### config.mk
export PLATFORM = sky130hd
export DESIGN_NAME = cover_toggle_collector
export DESIGN_NICKNAME = d
export VERILOG_FILES = /design/src/rtl/cover_toggle_collector.sv
export SDC_FILE = /design/constraint.sdc
export NUM_CORES = 1
export LEC_CHECK = 0
export ABC_AREA = 1
export BUFFER_PORTS_ARGS = -buffer_cell sky130_fd_sc_hd__buf_4
export CORE_UTILIZATION = 40
export DETAILED_ROUTE_END_ITERATION = 8
export PLACE_DENSITY = 0.78
export SLEW_MARGIN = 20
export SYNTH_ARGS = -nofsm -noshare
export SYNTH_HDL_FRONTEND = slang
export SYNTH_SLANG_ARGS = --single-unit
### constraint.sdc
create_clock -name clock -period 8.3 [get_ports clock]
set_input_delay 0.415 -clock clock [delete_from_list [all_inputs] [get_ports clock]]
set_output_delay 0.415 -clock clock [all_outputs]
set_load 0.005 [all_outputs]
### src/rtl/cover_toggle_collector.sv
// Toggle-coverage receiver: sticky first-hit bitmap, one-shot index stream over valid/ready,
// and a drain-then-clear sequence that restarts a collection epoch.
module cover_toggle_collector #(
  parameter int COVER_WIDTH = 5,
  parameter int COVER_INDEX = 0,
  parameter int COVER_TOTAL = 8065,
  localparam int IDX_W = $clog2(COVER_TOTAL),
  localparam int CNT_W = $clog2(COVER_WIDTH + 1)
) (
  input  logic                   clock,
  input  logic                   reset,
  input  logic [COVER_WIDTH-1:0] valid,
  output logic                   out_valid,
  input  logic                   out_ready,
  output logic [IDX_W-1:0]       out_index,
  input  logic                   clear_req,
  output logic                   clear_done,
  output logic [COVER_WIDTH-1:0] hit_map,
  output logic [CNT_W-1:0]       hit_count
);

  typedef enum logic [1:0] {
    RUN   = 2'd0,
    DRAIN = 2'd1,
    CLEAR = 2'd2
  } state_e;

  localparam logic [IDX_W-1:0] BASE = IDX_W'(COVER_INDEX);

  function automatic logic [CNT_W-1:0] popcount(input logic [COVER_WIDTH-1:0] v);
    logic [CNT_W-1:0] c;
    c = '0;
    for (int i = 0; i < COVER_WIDTH; i++) begin
      c = c + CNT_W'(v[i]);
    end
    return c;
  endfunction

  state_e                 state_q, state_d;
  logic [COVER_WIDTH-1:0] hit_map_q, hit_map_d;
  logic [COVER_WIDTH-1:0] pending_q, pending_d;
  logic [CNT_W-1:0]       hit_count_q, hit_count_d;
  logic                   clear_done_q, clear_done_d;

  logic [COVER_WIDTH-1:0] new_s;
  logic [COVER_WIDTH-1:0] pop_s;
  logic [COVER_WIDTH-1:0] low_onehot_s;
  logic [IDX_W-1:0]       low_idx_s;

  // Fixed-priority pick of the lowest pending bit (one-hot and its bit number).
  always_comb begin
    low_onehot_s = pending_q & (~pending_q + COVER_WIDTH'(1));
    low_idx_s    = '0;
    for (int i = COVER_WIDTH - 1; i >= 0; i--) begin
      if (pending_q[i]) begin
        low_idx_s = IDX_W'(i);
      end else begin
        low_idx_s = low_idx_s;
      end
    end
  end

  assign out_valid  = |pending_q;
  assign out_index  = out_valid ? (BASE + low_idx_s) : '0;
  assign clear_done = clear_done_q;
  assign hit_map    = hit_map_q;
  assign hit_count  = hit_count_q;

  // Next-state: record new hits in RUN, retire the popped bit, sequence drain/clear.
  always_comb begin
    new_s        = (state_q == RUN) ? (valid & ~hit_map_q) : '0;
    pop_s        = (out_valid && out_ready) ? low_onehot_s : '0;
    pending_d    = (pending_q & ~pop_s) | new_s;
    hit_map_d    = hit_map_q | new_s;
    hit_count_d  = hit_count_q + popcount(new_s);
    state_d      = state_q;
    clear_done_d = 1'b0;
    case (state_q)
      RUN: begin
        if (clear_req) begin
          state_d = DRAIN;
        end else begin
          state_d = RUN;
        end
      end
      DRAIN: begin
        // Pulse is registered on entry so it is high exactly during the CLEAR cycle.
        if (pending_q == '0) begin
          state_d      = CLEAR;
          clear_done_d = 1'b1;
        end else begin
          state_d = DRAIN;
        end
      end
      CLEAR: begin
        hit_map_d   = '0;
        hit_count_d = '0;
        state_d     = RUN;
      end
      default: begin
        state_d = RUN;
      end
    endcase
  end

  // State registers with synchronous active-low reset.
  always_ff @(posedge clock) begin
    if (!reset) begin
      state_q      <= RUN;
      hit_map_q    <= '0;
      pending_q    <= '0;
      hit_count_q  <= '0;
      clear_done_q <= 1'b0;
    end else begin
      state_q      <= state_d;
      hit_map_q    <= hit_map_d;
      pending_q    <= pending_d;
      hit_count_q  <= hit_count_d;
      clear_done_q <= clear_done_d;
    end
  end

endmodule
Word-level counts from Yosys, hierarchy flattened
Index checks and enable logic that the tools add are counted.

Bits of input ports: 9. Register bits: 16.

Mux-type cells: 12. Add/subtract/negate cells: 6. Equality and inequality tests: 2. Bitwise logic cells: 9. Reductions and logical operators: 6.

Operators by type and width (number): 2-to-1 mux 13 bit (5); bitwise AND 5 bit (3); NOT 5 bit (3); 2-to-1 mux 5 bit (2); bitwise OR 5 bit (2); adder 3 x 1 -> 3 bit (2); adder 5 x 1 -> 5 bit, second input constant (1); logical NOT 5 bit (1); OR reduction 5 bit (1); case mux 2 bit (2 select lines) (1); adder 2 x 1 -> 3 bit (1); adder 3 bit (1); 2-to-1 mux 3 bit (1); adder 1 x 1 -> 2 bit (1); == test 2 x 1 -> 1 bit, second input constant (1); == test 2 bit, second input constant (1); logical NOT 2 bit (1); 2-to-1 mux 1 bit (2); 2-to-1 mux 2 bit (1); AND reduction 2 bit (1); OR reduction 2 bit (1); logical AND 1 bit (1); NOT 1 bit (1).

Longest topological paths before layout
Word-level depth: 8. Depth in mapped cells: 9. Mapped depth without buffers: 9.

Worst setup path after synthesis
No wires, ideal clock.

Kind: register -> register. Start point: register state_q[0]. End point: register hit_count_q[2] (netlist: hit_count[2]). Buffers on the path: 0. Slack: 5.692 ns. Data arrival time: 2.538 ns. Stages on the path, launching flop included: 10. Period minus slack after synthesis: 2.608 ns. Path through: dfxtp_1 nor2_2 nand3_1 inv_1 fa_1 fa_1 ha_1 fa_1 or2_0 a21oi_1.

Word-level cells in the longest chain between the ends: 7. Elaborated cells between the ends (all ways): 9. Those cells by class: add/sub (5); eq/ne (1); mux (1); reduce/logical (2).

RTL lines: from (decl) (RTL line 39) `state_e state_q, state_d;`; from (signal assigned) (RTL line 115) `state_q <= state_d;`; logical NOT 2 bit (RTL line 71) `new_s = (state_q == RUN) ? (valid & ~hit_map_q) : '0;`; 2-to-1 mux 5 bit (RTL line 71); adder 1 x 1 -> 2 bit (RTL line 34) `c = c + CNT_W'(v[i]);`; adder 2 x 1 -> 3 bit (RTL line 34); adder 3 x 1 -> 3 bit (2 in series) (RTL line 34); adder 3 bit (RTL line 75) `hit_count_d = hit_count_q + popcount(new_s);`; to (signal assigned) (RTL line 118) `hit_count_q <= hit_count_d;`; to (decl) (RTL line 42) `logic [CNT_W-1:0] hit_count_q, hit_count_d;`.

Parallel ways exist; a longest one is shown, timed or not. A chain may end at the register's enable or synchronous reset.

Worst setup path in the final report
Ends and elaborated chain as after synthesis.

==> metrics.csv <==
stage,metric,value,unit
final_layout,Filler cells,174,
clocking,buffer count from post-CTS setup fixing,0,
final_layout,n_diodes,0,
global_route,Top Usage Layer GRT,met2,
sta,Final Skew,0.000818,ns
sta,Final Slew Violations,0,
clocking,clk_lat worst skew,0.29,ns
yosys,Main synth FF type,dfxtp_1,
clocking,cts bufs inserted,3,
clocking,CTS Buffer Depth,2,
global_route,vias in the first global route,546,
place,Placer Congestion,0.734,
yosys,synthesized area,798,um^2
routing,DRC errors left,0,
critical_path,CP Launch Type,flop,
critical_path,critical path arrival,3.06,ns
clocking,"CTS clk-pin slew, worst paths",0.09,ns
yosys,post-synth top area share,40.1,%
clocking,CTS tree,done,
clocking,hold buffer count at cts,0,
routing,first-pass detailed-route iteration total,4,
power_and_ir_drop,Lkg Pwr,0.499,nW
global_route,total track usage,14.5,%
place,IO Port Bufs,21,
critical_path,CP endpoint kind,flop,
clocking,H-tree Lvls,1,
clocking,# clock sinks,16,
critical_path,CP max-delay cell,fa_1,
clocking,root buf cell,clkbuf_4,
routing,DR vias/cell,4.26,
global_route,met2 usage,24.2,%
critical_path,crit path cell chain,nor2_2 > nand3_1 > inv_1 > fa_1 > fa_1 > ha_1 > fa_1 > or2_0 > a21oi_1,
yosys,Mean Syn Cell Area,8.15,um^2
final_layout,ratio of cells with drive above 1 in the final layout,24.6,%
sta,period utilization,34.1,%
die,Die H,46.7,um
die,Die Footprint,2180,um^2
yosys,Syn. warnings,0,
routing,Routed Antenna Nets,0,
global_route,routing usage on met3,2.35,%
place,post-DP HPWL,1.12,mm
die,Die W,46.7,um
die,Ports,32,
sta,final hold vios,0,
yosys,Area contributors post-synth,"dfxtp_1 (40%), buf_4 (9.4%), inv_1 (8.5%)",
yosys,synth cell count leaders,"inv_1 (18), dfxtp_1 (16), a21oi_1 (13)",
critical_path,worst stage delay on the critical path,0.51,ns
global_route,met1 Resource Use GR,18.1,%
clocking,post_cts resized,0,
yosys,Post-synth EDFFs,0,
critical_path,kind of critical path,reg2reg,
critical_path,most frequent CP cell,fa_1,
yosys,sequential element share of the synthesized area,40.1,%
final_layout,Syn-to-layout area delta,23.0,%
global_route,antenna violations before repair,0,
global_route,total grt overflow,0,
yosys,Yosys top cell by area,dfxtp_1,
routing,wire length per cell,9.47,um
die,Initial Util,44.3,%
sta,f_max,0.353,GHz
final_layout,Nets,137,
routing,total routed wirelength,1.39,mm
sta,min Tclk post-route,2.83,ns
run_status,status,"complete, no violations",
die,area of the core,1800,um^2
sta,unrepaired setup endpoints after global routing,no,
sta,post-route setup TNS,0,ns
yosys,post-synthesis register bit count,16,
die,Rows,15,
critical_path,CP Max Fanout,6,
sta,Fin Hold WS,0.378,ns
yosys,cell with the most instances after synthesis,inv_1,
power_and_ir_drop,Pwr Density,250,nW/um^2
global_route,largest net degree at the start of global routing,10,
routing,Vias,626,
routing,DR iter-0 viols,10,
yosys,count of cell types in the netlist,16,
global_route,first-pass GRT wire length,2.21,mm
critical_path,Critical Path RT,8.53,ns
sta,setup violators final,0,
yosys,Post-Syn Instances,98,
yosys,"FFs w/ async S/R, synth",0,%
job,Max-cap violations,0,
power_and_ir_drop,worst vdd ir,0.149,mV
critical_path,Worst Path Buf+Inv,1,
min_path,Worst Hold Class,in2reg,
critical_path,"CP delay by family, top",adder cells,
==> layout by cell type (no fill, tap or decap) <==
master	n
xnor2_1	1
or2_0	1
buf_4	21
nand3_4	1
o21ai_2	1
nor2_1	6
fa_1	3
nor4_1	1
nand2_1	10
ha_1	2
clkbuf_4	3
conb_1	10
dfxtp_1	16
nand3_1	11
inv_1	18
nor2_2	3
a21oi_1	13
clkbuf_8	1
==> layer usage <==
metal | up-vias | wire [um]
li1 | 335 | -
met1 | 270 | 622
met5 | - | 0
met2 | 16 | 684
met4 | 0 | 24
met3 | 5 | 60
==> where the power goes <==
| part | internal, mW | switching, mW |
|---|---|---|
| sequential | 0.0905 | 0.00981 |
| clock | 0.0267 | 0.0251 |
| combinational | 0.0464 | 0.0465 |
| total | 0.164 | 0.0814 |
==> registers in the layout (all words and copies together) (netlist names) <==
| register | cells |
|---|---|
| clear_done | 1 |
| hit_count | 3 |
| hit_map | 5 |
| pending_q | 5 |
| state_q | 2 |
==> kinds of logic (layout without fill, tap and decap cells) <==
| family | Yosys count | count (layout) | synth area share (%) |
|---|---|---|---|
| xor+xnor | 1 | 1 | 1.10 |
| compound gates | 14 | 14 | 9.25 |
| simple gates | 33 | 33 | 20.5 |
| fa+ha+maj | 5 | 5 | 10.7 |
| flops | 16 | 16 | 40.1 |
| buf+inv | 28 | 43 | 17.9 |
| other cells | 1 | 10 | 0.470 |
==> final cells by class <==
type | instances | area [um^2] | area share [%]
well taps | 25 | 31.3 | 3.18
repair buffers | 21 | 158 | 16.1
inverters | 18 | 67.6 | 6.88
multi-input cells | 63 | 369 | 37.6
clock buffers | 4 | 36.3 | 3.69
flip-flops and latches | 16 | 320 | 32.6
==> per-stage QoR <==
stage	instance area (um^2)	instances	power [mW]	setup slack (ns)	util (%)
2_1_floorplan	832	107	0.163	5.69	-
6_report	982	147	0.245	5.47	54.5
4_1_cts	982	147	0.247	5.48	54.5
3_3_place_gp	946	143	0.192	5.59	52.5
5_1_grt	982	147	0.264	5.37	54.5
3_5_place_dp	946	143	0.195	5.49	52.5
==> path summary, 6_finish.rpt <==
check	start	to	slack, ns	cells past startpoint
setup / recovery	state_q[0]$_SDFF_PN0_	hit_count[2]$_SDFF_PP0_	5.47	9
hold / removal	clear_req	state_q[0]$_SDFF_PN0_	0.38	3
setup reg to reg	state_q[0]$_SDFF_PN0_	hit_count[2]$_SDFF_PP0_	5.47	9
hold reg to reg	pending_q[4]$_SDFF_PN0_	pending_q[4]$_SDFF_PN0_	0.48	2
==> worst min-delay path, cell delays in order <==
cell,delay (ns)
buf_4,0.11
nand2_1,0.05
a21oi_1,0.05
Note: power is estimated with default switching activity, not from simulation.
